$ cat src/rtl/spec_tlb_if.sv
// Translation-request / page-table-lookup bundle for spec_tlb.
// slave = TLB side, master = requester plus page-table walker side.
interface spec_tlb_if;
    logic       TRANS_RQST;
    logic [3:0] TRANS_VPN;
    logic       FLUSH;
    logic       TRANS_DONE;
    logic [3:0] TRANS_PFN;
    logic       TRANS_HIT;
    logic       TRANS_FAULT;
    logic       BUSY;
    logic       LOOKUP_RQST;
    logic [3:0] LOOKUP_ADDR;
    logic       LOOKUP_COMPLETE;
    logic [7:0] LOOKUP_RETURN;

    modport slave (
        input  TRANS_RQST, TRANS_VPN, FLUSH, LOOKUP_COMPLETE, LOOKUP_RETURN,
        output TRANS_DONE, TRANS_PFN, TRANS_HIT, TRANS_FAULT, BUSY,
        output LOOKUP_RQST, LOOKUP_ADDR
    );

    modport master (
        output TRANS_RQST, TRANS_VPN, FLUSH, LOOKUP_COMPLETE, LOOKUP_RETURN,
        input  TRANS_DONE, TRANS_PFN, TRANS_HIT, TRANS_FAULT, BUSY,
        input  LOOKUP_RQST, LOOKUP_ADDR
    );
endinterface

$ cat src/rtl/spec_tlb.sv
// Small fully-associative TLB with a single outstanding page-table walk.
// IDLE accepts a request and compares all tags at once; a hit answers in
// RESP on the next cycle, a miss issues a walk (WALK) that ends in a fill,
// a tag-mismatch fault or a timeout fault. Every output is a flop.
module spec_tlb #(
    parameter int TLB_ENTRIES    = 4,
    parameter int LOOKUP_TIMEOUT = 16
) (
    input  logic      clk,
    input  logic      rst_n,
    spec_tlb_if.slave bus
);

    localparam int IDX_W = (TLB_ENTRIES > 1) ? $clog2(TLB_ENTRIES) : 1;
    localparam logic [IDX_W-1:0] LAST_IDX = IDX_W'(TLB_ENTRIES - 1);
    localparam logic [7:0]       TMO_LIM  = 8'(LOOKUP_TIMEOUT);

    typedef enum logic [1:0] {
        IDLE = 2'd0,
        WALK = 2'd1,
        RESP = 2'd2
    } state_t;

    state_t state_q, state_d;

    // Registered outputs and their next values.
    logic       done_q,  done_d;
    logic [3:0] pfn_q,   pfn_d;
    logic       hit_q,   hit_d;
    logic       fault_q, fault_d;
    logic       busy_q,  busy_d;
    logic       rqst_q,  rqst_d;
    // LOOKUP_ADDR doubles as the latched VPN while a walk is in flight.
    logic [3:0] addr_q,  addr_d;
    logic [7:0] tmo_q,   tmo_d;

    // Translation table.
    logic [TLB_ENTRIES-1:0] valid_q;
    logic [3:0]             tag_q   [TLB_ENTRIES];
    logic [3:0]             frame_q [TLB_ENTRIES];
    logic [IDX_W-1:0]       ptr_q;

    logic             lkp_hit;
    logic [3:0]       lkp_pfn;
    logic [IDX_W-1:0] victim;
    logic             all_valid;
    logic             fill_en;
    logic             fill_do;

    assign bus.TRANS_DONE  = done_q;
    assign bus.TRANS_PFN   = pfn_q;
    assign bus.TRANS_HIT   = hit_q;
    assign bus.TRANS_FAULT = fault_q;
    assign bus.BUSY        = busy_q;
    assign bus.LOOKUP_RQST = rqst_q;
    assign bus.LOOKUP_ADDR = addr_q;

    // Parallel tag compare of the incoming VPN; tags are unique so at most one hits.
    always_comb begin
        // NOTE: every variable written here gets a default first so no latch is inferred.
        lkp_hit = 1'b0;
        lkp_pfn = 4'd0;
        for (int i = 0; i < TLB_ENTRIES; i++) begin
            if (valid_q[i] && (tag_q[i] == bus.TRANS_VPN)) begin
                lkp_hit = 1'b1;
                lkp_pfn = frame_q[i];
            end
        end
    end

    // Victim choice: lowest invalid slot, else the round-robin slot.
    always_comb begin
        victim    = ptr_q;
        all_valid = &valid_q;
        for (int i = TLB_ENTRIES - 1; i >= 0; i--) begin
            if (!valid_q[i]) begin
                victim = IDX_W'(i);
            end
        end
    end

    // Next-state and next-output logic.
    always_comb begin
        state_d = state_q;
        done_d  = 1'b0;
        pfn_d   = pfn_q;
        hit_d   = hit_q;
        fault_d = fault_q;
        busy_d  = busy_q;
        rqst_d  = rqst_q;
        addr_d  = addr_q;
        tmo_d   = tmo_q;
        fill_en = 1'b0;

        unique case (state_q)
            IDLE: begin
                if (bus.TRANS_RQST) begin
                    busy_d = 1'b1;
                    if (lkp_hit) begin
                        state_d = RESP;
                        done_d  = 1'b1;
                        pfn_d   = lkp_pfn;
                        hit_d   = 1'b1;
                        fault_d = 1'b0;
                    end else begin
                        state_d = WALK;
                        rqst_d  = 1'b1;
                        addr_d  = bus.TRANS_VPN;
                        tmo_d   = 8'd0;
                    end
                end
            end

            WALK: begin
                // LOOKUP_RETURN is only looked at when LOOKUP_COMPLETE is high.
                if (bus.LOOKUP_COMPLETE) begin
                    state_d = RESP;
                    done_d  = 1'b1;
                    rqst_d  = 1'b0;
                    hit_d   = 1'b0;
                    if (bus.LOOKUP_RETURN[7:4] == addr_q) begin
                        pfn_d   = bus.LOOKUP_RETURN[3:0];
                        fault_d = 1'b0;
                        fill_en = 1'b1;
                    end else begin
                        pfn_d   = 4'd0;
                        fault_d = 1'b1;
                    end
                end else begin
                    tmo_d = tmo_q + 8'd1;
                    // Request rose at the accepting edge, so it stays high for
                    // exactly LOOKUP_TIMEOUT cycles before falling here.
                    if (tmo_d == TMO_LIM) begin
                        state_d = RESP;
                        done_d  = 1'b1;
                        rqst_d  = 1'b0;
                        hit_d   = 1'b0;
                        pfn_d   = 4'd0;
                        fault_d = 1'b1;
                    end
                end
            end

            RESP: begin
                state_d = IDLE;
                busy_d  = 1'b0;
                rqst_d  = 1'b0;
            end

            default: begin
                state_d = IDLE;
                busy_d  = 1'b0;
                rqst_d  = 1'b0;
            end
        endcase
    end

    // A flush on the fill edge wins: the walk result is reported but not stored.
    assign fill_do = fill_en && !bus.FLUSH;

    // State and registered-output flops.
    always_ff @(posedge clk or negedge rst_n) begin
        // NOTE: sequential state uses non-blocking assignments so all flops update together.
        if (!rst_n) begin
            state_q <= IDLE;
            done_q  <= 1'b0;
            pfn_q   <= 4'd0;
            hit_q   <= 1'b0;
            fault_q <= 1'b0;
            busy_q  <= 1'b0;
            rqst_q  <= 1'b0;
            addr_q  <= 4'd0;
            tmo_q   <= 8'd0;
        end else begin
            state_q <= state_d;
            done_q  <= done_d;
            pfn_q   <= pfn_d;
            hit_q   <= hit_d;
            fault_q <= fault_d;
            busy_q  <= busy_d;
            rqst_q  <= rqst_d;
            addr_q  <= addr_d;
            tmo_q   <= tmo_d;
        end
    end

    // Valid bits and replacement pointer; flush clears both from any state.
    always_ff @(posedge clk or negedge rst_n) begin
        if (!rst_n) begin
            valid_q <= '0;
            ptr_q   <= '0;
        end else if (bus.FLUSH) begin
            valid_q <= '0;
            ptr_q   <= '0;
        end else if (fill_do) begin
            valid_q[victim] <= 1'b1;
            if (all_valid) begin
                ptr_q <= (ptr_q == LAST_IDX) ? '0 : ptr_q + 1'b1;
            end
        end
    end

    // Tag/frame storage written on a fill.
    always_ff @(posedge clk) begin
        // NOTE: storage has no reset; the valid bits alone decide whether an entry means anything.
        if (fill_do) begin
            tag_q[victim]   <= addr_q;
            frame_q[victim] <= bus.LOOKUP_RETURN[3:0];
        end
    end

endmodule

$ cat src/flat_wrapper.sv
// flat-port wrapper written by rule: the top's interface ports become plain ports
module spec_tlb_flat 
#(
    parameter int TLB_ENTRIES    = 4,
    parameter int LOOKUP_TIMEOUT = 16
)
  (clk, rst_n, bus_TRANS_RQST, bus_TRANS_VPN, bus_FLUSH, bus_LOOKUP_COMPLETE, bus_LOOKUP_RETURN, bus_TRANS_DONE, bus_TRANS_PFN, bus_TRANS_HIT, bus_TRANS_FAULT, bus_BUSY, bus_LOOKUP_RQST, bus_LOOKUP_ADDR);
  spec_tlb_if bus_i ();
  input  logic clk;
  input  logic rst_n;
  input wire logic [$bits(bus_i.TRANS_RQST)-1:0] bus_TRANS_RQST;
  input wire logic [$bits(bus_i.TRANS_VPN)-1:0] bus_TRANS_VPN;
  input wire logic [$bits(bus_i.FLUSH)-1:0] bus_FLUSH;
  input wire logic [$bits(bus_i.LOOKUP_COMPLETE)-1:0] bus_LOOKUP_COMPLETE;
  input wire logic [$bits(bus_i.LOOKUP_RETURN)-1:0] bus_LOOKUP_RETURN;
  output wire logic [$bits(bus_i.TRANS_DONE)-1:0] bus_TRANS_DONE;
  output wire logic [$bits(bus_i.TRANS_PFN)-1:0] bus_TRANS_PFN;
  output wire logic [$bits(bus_i.TRANS_HIT)-1:0] bus_TRANS_HIT;
  output wire logic [$bits(bus_i.TRANS_FAULT)-1:0] bus_TRANS_FAULT;
  output wire logic [$bits(bus_i.BUSY)-1:0] bus_BUSY;
  output wire logic [$bits(bus_i.LOOKUP_RQST)-1:0] bus_LOOKUP_RQST;
  output wire logic [$bits(bus_i.LOOKUP_ADDR)-1:0] bus_LOOKUP_ADDR;
  assign bus_i.TRANS_RQST = bus_TRANS_RQST;
  assign bus_i.TRANS_VPN = bus_TRANS_VPN;
  assign bus_i.FLUSH = bus_FLUSH;
  assign bus_i.LOOKUP_COMPLETE = bus_LOOKUP_COMPLETE;
  assign bus_i.LOOKUP_RETURN = bus_LOOKUP_RETURN;
  assign bus_TRANS_DONE = bus_i.TRANS_DONE;
  assign bus_TRANS_PFN = bus_i.TRANS_PFN;
  assign bus_TRANS_HIT = bus_i.TRANS_HIT;
  assign bus_TRANS_FAULT = bus_i.TRANS_FAULT;
  assign bus_BUSY = bus_i.BUSY;
  assign bus_LOOKUP_RQST = bus_i.LOOKUP_RQST;
  assign bus_LOOKUP_ADDR = bus_i.LOOKUP_ADDR;
  spec_tlb #(.TLB_ENTRIES(TLB_ENTRIES), .LOOKUP_TIMEOUT(LOOKUP_TIMEOUT)) u_core (.clk(clk), .rst_n(rst_n), .bus(bus_i));
endmodule
$ cat config.mk
export PLATFORM = sky130hd
export DESIGN_NAME = spec_tlb_flat
export DESIGN_NICKNAME = d
export VERILOG_FILES = /design/src/rtl/spec_tlb_if.sv /design/src/rtl/spec_tlb.sv /design/src/flat_wrapper.sv
export SDC_FILE = /design/constraint.sdc
export NUM_CORES = 1
export LEC_CHECK = 0
export BUFFER_PORTS_ARGS = -buffer_cell sky130_fd_sc_hd__clkbuf_2
export CORE_ASPECT_RATIO = 1.4
export CORE_MARGIN = 1
export CORE_UTILIZATION = 62
export DETAILED_ROUTE_END_ITERATION = 10
export PLACE_DENSITY_LB_ADDON = 0.25
export SYNTH_ARGS = -nofsm -noshare
export SYNTH_HDL_FRONTEND = slang
export SYNTH_SLANG_ARGS = --single-unit
$ cat constraint.sdc
create_clock -name clk -period 4.15 [get_ports clk]
set_clock_uncertainty 0.15 [all_clocks]
set_input_delay 0.2075 -clock clk [delete_from_list [all_inputs] [get_ports clk]]
set_output_delay 0.2075 -clock clk [all_outputs]
set_load 0.1 [all_outputs]
# [After elaboration in Yosys (flattened, before gate mapping)]
# Memories as Yosys holds them, arrays and structs flattened.
# Index checks and enable logic that the tools add are counted.
[op_classes] addsub=2 order_cmp=2 n_eq_ne=13 n_mux=61 bitwise=3 reduce_logical=19
[ops] op="$mux W4" count=11
[ops] op="$mux W1" count=26
[ops] op="$mux W2" count=12
[ops] op="$mux W8" count=3
[ops] op="$eq A4 B4 Y1" count=5
[ops] op="$pmux W8 S2" count=1
[ops] op="$reduce_and A4 Y1" count=3
[ops] op="$pmux W1 S2" count=5
[ops] op="$add A8 B1 Y8 const B" count=1
[ops] op="$eq A8 B5 Y1 const B" count=1
[ops] op="$pmux W4 S2" count=1
[ops] op="$logic_and A1 B1 Y1" count=6
[ops] op="$ne A2 B2 Y1 const B" count=3
[ops] op="$reduce_and A2 Y1" count=3
[ops] op="$reduce_and A3 Y1" count=2
[ops] op="$reduce_bool A2 Y1" count=3
[ops] op="$or A4 B4 Y4" count=1
[ops] op="$pmux W2 S2" count=1
[ops] op="$lt A2 B3 Y1 const B" count=1
[ops] op="$ne A3 B2 Y1 const B" count=1
[ops] op="$add A2 B1 Y2 const B" count=1
[ops] op="$demux W1 S2" count=1
[ops] op="$eq A2 B1 Y1 const B" count=1
[ops] op="$eq A2 B2 Y1 const B" count=1
[ops] op="5 further kinds" count=6
[totals] regBits=29 ramBits=32 in_bits=17 output_inout_bits=13 wordCells=113 memories=2
[mem_list] memory="u_core.frame_q" words=4 width=4 read_ports=4 rd_clocked_by_memory_dff=0 wr=1 line="spec_tlb.sv:40" rtl="logic [3:0] frame_q [TLB_ENTRIES];"
[mem_list] memory="u_core.tag_q" words=4 width=4 read_ports=4 rd_clocked_by_memory_dff=0 wr=1 line="spec_tlb.sv:39" rtl="logic [3:0] tag_q [TLB_ENTRIES];"

# [Longest topological paths before layout]
# Gate-level depths: netlist of the first run.
[logic_depth] word_depth=11 depth_mapped=8 depth_no_buf=6

# [Worst setup path after synthesis of the first run]
# OpenSTA, ideal clock, no wires.
[synth_timing] path_kind="reg-to-reg" from="register u_core.addr_q[0], in the netlist u_core.bus.LOOKUP_ADDR[0]" to="memory u_core.frame_q[2][0] (enable)" arrival_time_ns=2.381 t_required_ns=3.625 path_slack_ns=1.244 path_stages_with_launch=6 path_buffers=0 synth_period_minus_slack_ns=2.906 cell_sequence="dfrtp_1 xnor2_1 nand2_1 nor4b_2 nand3b_1 nor2b_1"
[synth_via] elab_chain_cells=7
[synth_lines] item="from (decl)" line="spec_tlb.sv:34" rtl="logic [3:0] addr_q, addr_d;"
[synth_lines] item="from (signal assigned)" line="spec_tlb.sv:182" rtl="addr_q <= addr_d;"
[synth_lines] item="$eq A4 B4 Y1" line="spec_tlb.sv:121" rtl="if (bus.LOOKUP_RETURN[7:4] == addr_q) begin"
[synth_lines] item="$mux W1" line="spec_tlb.sv:121"
[synth_lines] item="$mux W1" line="spec_tlb.sv:116" rtl="if (bus.LOOKUP_COMPLETE) begin"
[synth_lines] item="$mux W1" line="spec_tlb.sv:95" rtl="unique case (state_q)"
[synth_lines] item="$logic_and A1 B1 Y1" line="spec_tlb.sv:159" rtl="assign fill_do = fill_en && !bus.FLUSH;"
[synth_lines] item="$mux W1" line="spec_tlb.sv:206" rtl="if (fill_do) begin"
[synth_lines] item="$mux W1 (not written as such)" line="spec_tlb.sv:208" rtl="frame_q[victim] <= bus.LOOKUP_RETURN[3:0];"
[synth_lines] item="to (decl)" line="spec_tlb.sv:40"
# No other way between the ends.

# [Final worst setup path of the first run]
[layout_timing] from="register u_core.state_q[1]" to="memory u_core.tag_q[2][0] (enable)"
[layout_via] elab_chain_cells=5
[layout_lines] item="from (decl)" line="spec_tlb.sv:24" rtl="state_t state_q, state_d;"
[layout_lines] item="from (signal assigned)" line="spec_tlb.sv:175" rtl="state_q <= state_d;"
[layout_lines] item="$eq A2 B1 Y1" line="spec_tlb.sv:95"
[layout_lines] item="$mux W1" line="spec_tlb.sv:95"
[layout_lines] item="$logic_and A1 B1 Y1" line="spec_tlb.sv:159"
[layout_lines] item="$mux W1" line="spec_tlb.sv:206"
[layout_lines] item="$mux W1 (not written as such)" line="spec_tlb.sv:207" rtl="tag_q[victim] <= addr_q;"
[layout_lines] item="to (decl)" line="spec_tlb.sv:39"
# No other way between the ends.

==> flow_summary.yaml, run 1 <==
synthesis:
  syn_area_mm2: 0.002805
  syn_area_per_cell_um2: 12.14
  ys_async_sr_fraction: 0.4754
  synth-seq-area-share: 0.6012
  ys_dominant_reg_cell: "edfxtp_1"
  ys_types: 53
  synth_cells: 231
  ys_warn_count: 0
  synth_edf_count: 32
  ys_ff_latch: 61
  synth_nets: 250
global_routing:
  use_met3: 0.06929
  grtUsageMet1: 0.3116
  antenna_found_initial: 0
  gr-max-usage-layer: "met2"
  gr-total-overflow: 0
  grt_max_degree: 30
  grt_usage: 0.2693
  grt_pass1_wl_um: 9080
  grtUsageMet2: 0.4443
  first_global_vias: 1944
routing:
  vias: 1959
  routedWlPerCell_um: 16.99
  dr.pass1.iters: 5
  via_per_inst: 5.830
  first_iter_violations: 158
  drc: 0
  wl_um: 5709
  ant_nets: 0
pwr:
  power.density_mw_per_mm2: 644.7
  peakVddDrop_mv: 0.5637
  leakagePower_nw: 1.301
  p_total_mw: 2.117
sta:
  slew_violations: 0
  worst_slack_ns: 1.116
  min_period_ns: 3.034
  fmax_mhz: 329.6
  worst_pin_slew_ns: 0.8283
  relSlewSlack: 0.4467
  setup_violations: 0
  grt_setup_unrepaired: "false"
  hold_viol_final: 0
  tns_ns: 0
  min_period_over_period: 0.7310
critical_path:
  rr_worst_depth: 5
  crit_chain: "inv_1 > nand2_1 > nor4b_2 > nand3b_1 > nor2b_1"
  arrival_ns: 2.85
  cp_data_required_time_ns: 3.97
  crit_buf_inv: 1
  cp_max_fo: 10
  critPathSlowestCell: "nor4b_2"
  reg2reg_from: "u_core.state_q[1]$_DFFE_PN0P_"
  crit_type: "register to register"
  worst_setup_path_end_kind: "register"
  rr_endpoint: "u_core.tag_q[2][0]$_DFFE_PP_"
  rrSetupSlack_ns: 1.12
  startpoint_type: "register"
  critical-path-top-delay-family: "simple AND/OR/NAND/NOR gates"
  max_stage_delay_ns: 0.77
final_layout:
  diodes: 0
  syn2layout_area_growth_pct: 17.08
  drive_above_1_share: 0.2029
  layout.cells.non_filler: 336
  nNetsFinal: 290
min_path:
  hold_path.class: "primary input to register"
  hold_depth: 2
  hp-start: "bus_TRANS_VPN[1]"
  hold_path_end: "u_core.bus.LOOKUP_ADDR[1]$_DFFE_PN0P_"
placed_design:
  dp.cells: 313
  place.gp.congestion: 0.8224
  io_buffers: 29
  hpwl_um: 3918
  pre_cts_slack_ns: 1.190
die:
  initial_core_util: 0.6563
  num_io_pins: 30
  die_area_mm2: 0.004801
  coreArea_mm2: 0.004274
  die_x_um: 58.85
  rows: 28
  chipHeight_um: 81.59
cts:
  clockBufferDepth: 2
  path_clk_slew_ns: 0.07
  post_cts_resized: 0
  cts_sinks: 61
  post_cts_buffers: 0
  cts_made_buffers: 9
  cts_tree: "built"
  worst_skew_pair.late_latency_ns: 0.35
  clock-root-buffer: "clkbuf_8"
  ctsHoldBuffers: 7
  cts-htree-levels: 3
job:
  drv_cap: 0
outcome:
  outcome: "finished clean"
[worst max-delay path by stage]
stage / slack [ns] / from / cells past startpoint / end
final: 1.12 / u_core.state_q[1]$_DFFE_PN0P_ / 5 / u_core.tag_q[2][0]$_DFFE_PP_
after global routing: 0.85 / u_core.state_q[1]$_DFFE_PN0P_ / 5 / u_core.tag_q[2][0]$_DFFE_PP_
after CTS: 1.16 / u_core.state_q[1]$_DFFE_PN0P_ / 5 / u_core.tag_q[2][0]$_DFFE_PP_
after detailed placement: 1.19 / u_core.state_q[1]$_DFFE_PN0P_ / 5 / u_core.tag_q[2][0]$_DFFE_PP_
after global placement: 1.37 / u_core.state_q[1]$_DFFE_PN0P_ / 5 / u_core.tag_q[2][3]$_DFFE_PP_
after floorplan: 1.24 / u_core.bus.LOOKUP_ADDR[0]$_DFFE_PN0P_ / 5 / u_core.frame_q[2][0]$_DFFE_PP_
[sequential cells by signal, indices dropped and copies added (netlist names)]
name and flops:
u_core.frame_q 16, u_core.tag_q 16, u_core.tmo_q 8, u_core.bus.LOOKUP_ADDR 4, u_core.bus.TRANS_PFN 4, u_core.valid_q 4, u_core.ptr_q 2, u_core.state_q 2
u_core.bus.BUSY 1, u_core.bus.LOOKUP_RQST 1, u_core.bus.TRANS_DONE 1, u_core.bus.TRANS_FAULT 1, u_core.bus.TRANS_HIT 1
[per-layer routing]
metal  share of wire  vias up  routed length, µm
met5               0        -                  0
li1                -      933                  -
met3           0.059       16                337
met4           0.028        0                158
met1            0.40      933               2267
met2            0.52       77               2946
[where the power goes]
| group | leakage (nW) | total, mW | internal (mW) | switching [mW] |
|---|---|---|---|---|
| clock | 0.115 | 0.627 | 0.395 | 0.232 |
| sequential | 0.662 | 0.817 | 0.734 | 0.0833 |
| combinational | 0.525 | 0.673 | 0.129 | 0.544 |
[worst reg2reg max path, delay by kind of cell (launching register included)]
| kind | cells | cell delay [ns] |
|---|---|---|
| buffers and inverters | 1 | 0.13 |
| DFF | 1 | 0.41 |
| and+or+nand+nor | 4 | 1.97 |
[synthesized netlist by cell type, types with 5 or more instances]
library cell  instances  area, µm²
xor2_1               13      113.9
dfrtp_1              29      725.7
xnor2_1               9      78.83
nand2_1              22      82.58
o21ai_0              11      55.05
edfxtp_1             32      960.9
a21oi_1               5      25.02
nand3_1              12      60.06
inv_1                 6      22.52
nor3_1                5      25.02
a31oi_1               5      31.28
nor2_1               17      63.81
[final cells by class]
| type | count | area (µm²) |
|---|---|---|
| clock inverter | 7 | 113.9 |
| sequential | 61 | 1687 |
| timing repair buffer | 36 | 215.2 |
| clock buffer | 9 | 123.9 |
| inverter | 6 | 22.52 |
| multi-input combinational | 157 | 1047 |
| fill | 289 | 989.7 |
| tap | 60 | 75.07 |
[kinds of logic (layout without fill, tap and decap cells)]
kind of cell    Yosys count  count (layout)  synth area share
xor+xnor                 22              22           0.06869
compound gates           46              46            0.1218
simple gates             81              81            0.1508
fa+ha+maj                 2               2          0.008919
mux                       6               6           0.02319
flops                    61              61            0.6012
buf+inv                  13              58           0.02542
[stage by stage]
step | hold slack, ns | util | area (µm²)
final | 0.08227 | 0.7684 | 3284
after global routing | 0.08792 | 0.7684 | 3284
after CTS | 0.07754 | 0.7684 | 3284
after detailed placement | 0.1548 | 0.6964 | 2977
after global placement | 0.1482 | 0.6964 | 2977
after floorplan | -0.2381 | - | 2805
[cells in the final DEF (no fill, tap or decap), drive strengths merged, types with 5 or more instances in the layout]
cell,Yosys,final
edfxtp,32,32
nor2,17,17
dfrtp,29,29
xor2,13,13
clkbuf,1,38
a21oi,5,5
xnor2,9,9
nand2,22,22
nor3,7,7
dlygate4sd3,0,7
o21ai,12,12
a31oi,5,5
nand3,12,12
inv,6,6
Note: power is estimated with default switching activity, not from simulation.
==> run 2: changes to the inputs <==
- ABC_AREA: not set -> 1
- CORE_UTILIZATION: 62 -> 59
- clock period: 4.15 -> 3.18 ns (I/O delays scaled with it)
==> run 2 against run 1 <==
  * Cell count grew 40%
  * Setup slack lost 0.58 ns
  * Sequential cell count is the same
  * Worst hold slack lost 0.062 ns
  * Fmax grew 15%
  * Register-to-register slack lost 0.58 ns
  * Total power grew 14%
  * Sequential share of layout area shrank 4.5 points
  * Critical path type unchanged
==> flow_summary.yaml, run 2 <==
routing:
  routedWlPerCell_um: 13.75
  first_iter_violations: 122
  drc: 0
  vias: 2471
  wl_um: 6474
  via_per_inst: 5.246
  ant_nets: 0
  dr.pass1.iters: 5
pwr:
  power.share.clock: 0.275
  pwr-share-seq: 0.427
  comb_power_share: 0.299
  power.density_mw_per_mm2: 668.1
  leakagePower_nw: 1.755
  peakVddDrop_mv: 0.5355
  switching_share: 0.4029
  p_switching_mw: 0.9683
  p_total_mw: 2.403
  internal_power_mw: 1.435
global_routing:
  grt_pass1_wl_um: 10520
  gr-total-overflow: 0
  grt_max_degree: 30
  grt_usage: 0.2560
  antenna_found_initial: 0
  first_global_vias: 2265
cts:
  clockBufferDepth: 2
  worst_skew_pair.late_latency_ns: 0.33
  cts_sinks: 61
  cts_tree: "built"
  clock-root-buffer: "clkbuf_8"
  cts_made_buffers: 9
  path_clk_slew_ns: 0.07
  cts-htree-levels: 3
placed_design:
  placed_area_mm2: 0.003347
  io_buffers: 29
  place.gp.congestion: 0.8743
  hpwl_um: 4876
sta:
  hold_viol_final: 0
  slew_violations: 0
  setup_violations: 0
  min_period_ns: 2.642
  grt_setup_unrepaired: "false"
  hold_slack_ns: 0.01997
  worst_pin_slew_ns: 0.7567
  min_period_over_period: 0.8307
  fmax_mhz: 378.6
  relSlewSlack: 0.4955
  tns_ns: 0
final_layout:
  nNetsFinal: 419
  layout_commonest_cell: "nand2_1"
  biggestRegsByFlops: "u_core.frame_q: 16 flops, u_core.tag_q: 16 flops, u_core.tmo_q: 8 flops"
  syn2layout_area_growth_pct: 14.91
  layout_common_cells: "98 x nand2_1, 46 x nor2_1, 41 x inv_1"
  diodes: 0
  design_area_mm2: 0.003597
  drive_above_1_share: 0.1852
  final_util: 0.6973
synthesis:
  syn_area_per_cell_um2: 8.794
  synth_area_leaders: "edfxtp_1 31%, dfrtp_1 23%, nand2_1 12%"
  synth_xor_area_frac: 0.008393
  ys_async_sr_fraction: 0.4754
  synth_cells: 356
  synth-seq-area-share: 0.5388
  ys_warn_count: 0
  synth_edf_count: 32
  synthTopCellsByCount: "98 x nand2_1, 46 x nor2_1, 41 x inv_1"
  synth_top_area_share: 0.3070
  synth_compound_area_frac: 0.03637
  syn_area_mm2: 0.003131
  synthMuxAreaShare: 0
  synth_nets: 375
  synth_top_cell_by_area: "edfxtp_1"
  yosys.area_share.simple: 0.3425
  synth.most_common_cell: "nand2_1"
  ys_dominant_reg_cell: "edfxtp_1"
  synth_top_family_by_area: "simple AND/OR/NAND/NOR gates"
  ys_types: 32
  ys_ff_latch: 61
  synth_fa_ha_area_frac: 0.007994
critical_path:
  cpMostUsedCell: "nand3_1"
  rr_endpoint: "u_core.tag_q[0][1]$_DFFE_PP_"
  crit_buf_inv: 1
  crit_chain: "inv_1 > nand2_1 > nand4_1 > nor4_4 > nand3_1 > nand2_2 > nand3_1 > nor2_1"
  critPathSlowestCell: "nor2_1"
  worst_setup_path_end_kind: "register"
  crit_type: "register to register"
  rr_worst_depth: 8
  critical-path-top-delay-family: "simple AND/OR/NAND/NOR gates"
  arrival_ns: 2.45
  startpoint_type: "register"
  rrSetupSlack_ns: 0.54
  crit_cells: 8
  cp_max_fo: 8
  reg2reg_from: "u_core.bus.LOOKUP_ADDR[0]$_DFFE_PN0P_"
  max_stage_delay_ns: 0.55
  cp_data_required_time_ns: 2.99
min_path:
  hold_path_end: "u_core.bus.LOOKUP_ADDR[3]$_DFFE_PN0P_"
  hold_path.class: "primary input to register"
  hold_depth: 3
  hp-start: "bus_TRANS_VPN[3]"
die:
  chipHeight_um: 88.19
  coreArea_mm2: 0.005159
  die_x_um: 63.56
  initial_core_util: 0.6068
  rows: 31
  die_area_mm2: 0.005605
  num_io_pins: 30
job:
  drv_cap: 0
outcome:
  outcome: "finished clean"
[run 2: changes by cell type after synthesis, moves of 5 or more]
cell / delta
inv_1: +35
inv_2: +6
nand2_1: +76
nand3_1: +19
nand4_1: +15
nor2_1: +29
nor2_4: +5
o21ai_1: +7
xnor2_1: -9
xor2_1: -10
[run 2: area by class of cell]
| cell class | instances | area (µm²) |
|---|---|---|
| flip-flops and latches | 61 | 1687 |
| repair buffers | 37 | 220.2 |
| multi-input cells | 243 | 1237 |
| well taps | 66 | 82.58 |
| inverters | 48 | 180.2 |
| clock inverters | 6 | 62.56 |
| fillers | 384 | 1562 |
| clock buffers | 10 | 127.6 |
[run 2: cell families (layout without fill, tap and decap cells)]
family / count (synthesis) / after routing
fa+ha+maj: 2 / 2
simple gates: 217 / 217
buf+inv: 52 / 101
compound gates: 21 / 21
flops: 61 / 61
xor+xnor: 3 / 3
[run 2: per-stage QoR]
| stage | setup WS, ns | std cells |
|---|---|---|
| floorplan | 0.3204 | 356 |
| global placement | 0.6735 | 449 |
| detailed placement | 0.5371 | 449 |
| CTS | 0.5159 | 471 |
| global route | 0.3025 | 471 |
| finish | 0.5384 | 471 |
[run 2: worst max-delay path by stage]
stage                                               start                        endpoint  slack (ns)
finish              u_core.bus.LOOKUP_ADDR[0]$_DFFE_PN0P_    u_core.tag_q[0][1]$_DFFE_PP_        0.54
global route        u_core.bus.LOOKUP_ADDR[0]$_DFFE_PN0P_    u_core.tag_q[2][3]$_DFFE_PP_        0.30
CTS                 u_core.bus.LOOKUP_ADDR[0]$_DFFE_PN0P_    u_core.tag_q[0][1]$_DFFE_PP_        0.52
detailed placement  u_core.bus.LOOKUP_ADDR[0]$_DFFE_PN0P_  u_core.frame_q[0][3]$_DFFE_PP_        0.54
global placement    u_core.bus.LOOKUP_ADDR[2]$_DFFE_PN0P_  u_core.frame_q[2][0]$_DFFE_PP_        0.67
floorplan           u_core.bus.LOOKUP_ADDR[3]$_DFFE_PN0P_  u_core.frame_q[1][0]$_DFFE_PP_        0.32
[run 2: layer usage]
layer	track usage	part of all wire	vias up
li1	-	-	1251
met2	0.4313	0.51	77
met5	0	0	-
met3	0.06120	0.048	17
met4	0.1281	0.031	0
met1	0.3070	0.41	1126
[run 2: what timing repair did]
action                    4_1_cts  5_1_grt
gates resized for setup         0        0
buffers inserted                0        0
hold endpoints to repair       46        0
hold buffers                    6        0
[run 2: power groups by stage]
stage	registers (mW)	logic [mW]	clock network [mW]
after floorplan	1.37	0.239	0
after global placement	1.03	0.703	0
after detailed placement	1.04	0.715	0
after CTS	1.03	0.723	0.671
after global routing	1.04	0.765	0.705
final	1.03	0.718	0.661
[run 2: worst min-delay path, stage by stage]
cell and delay [ns]:
clkbuf_2 0.10, inv_2 0.11, o21ai_1 0.08
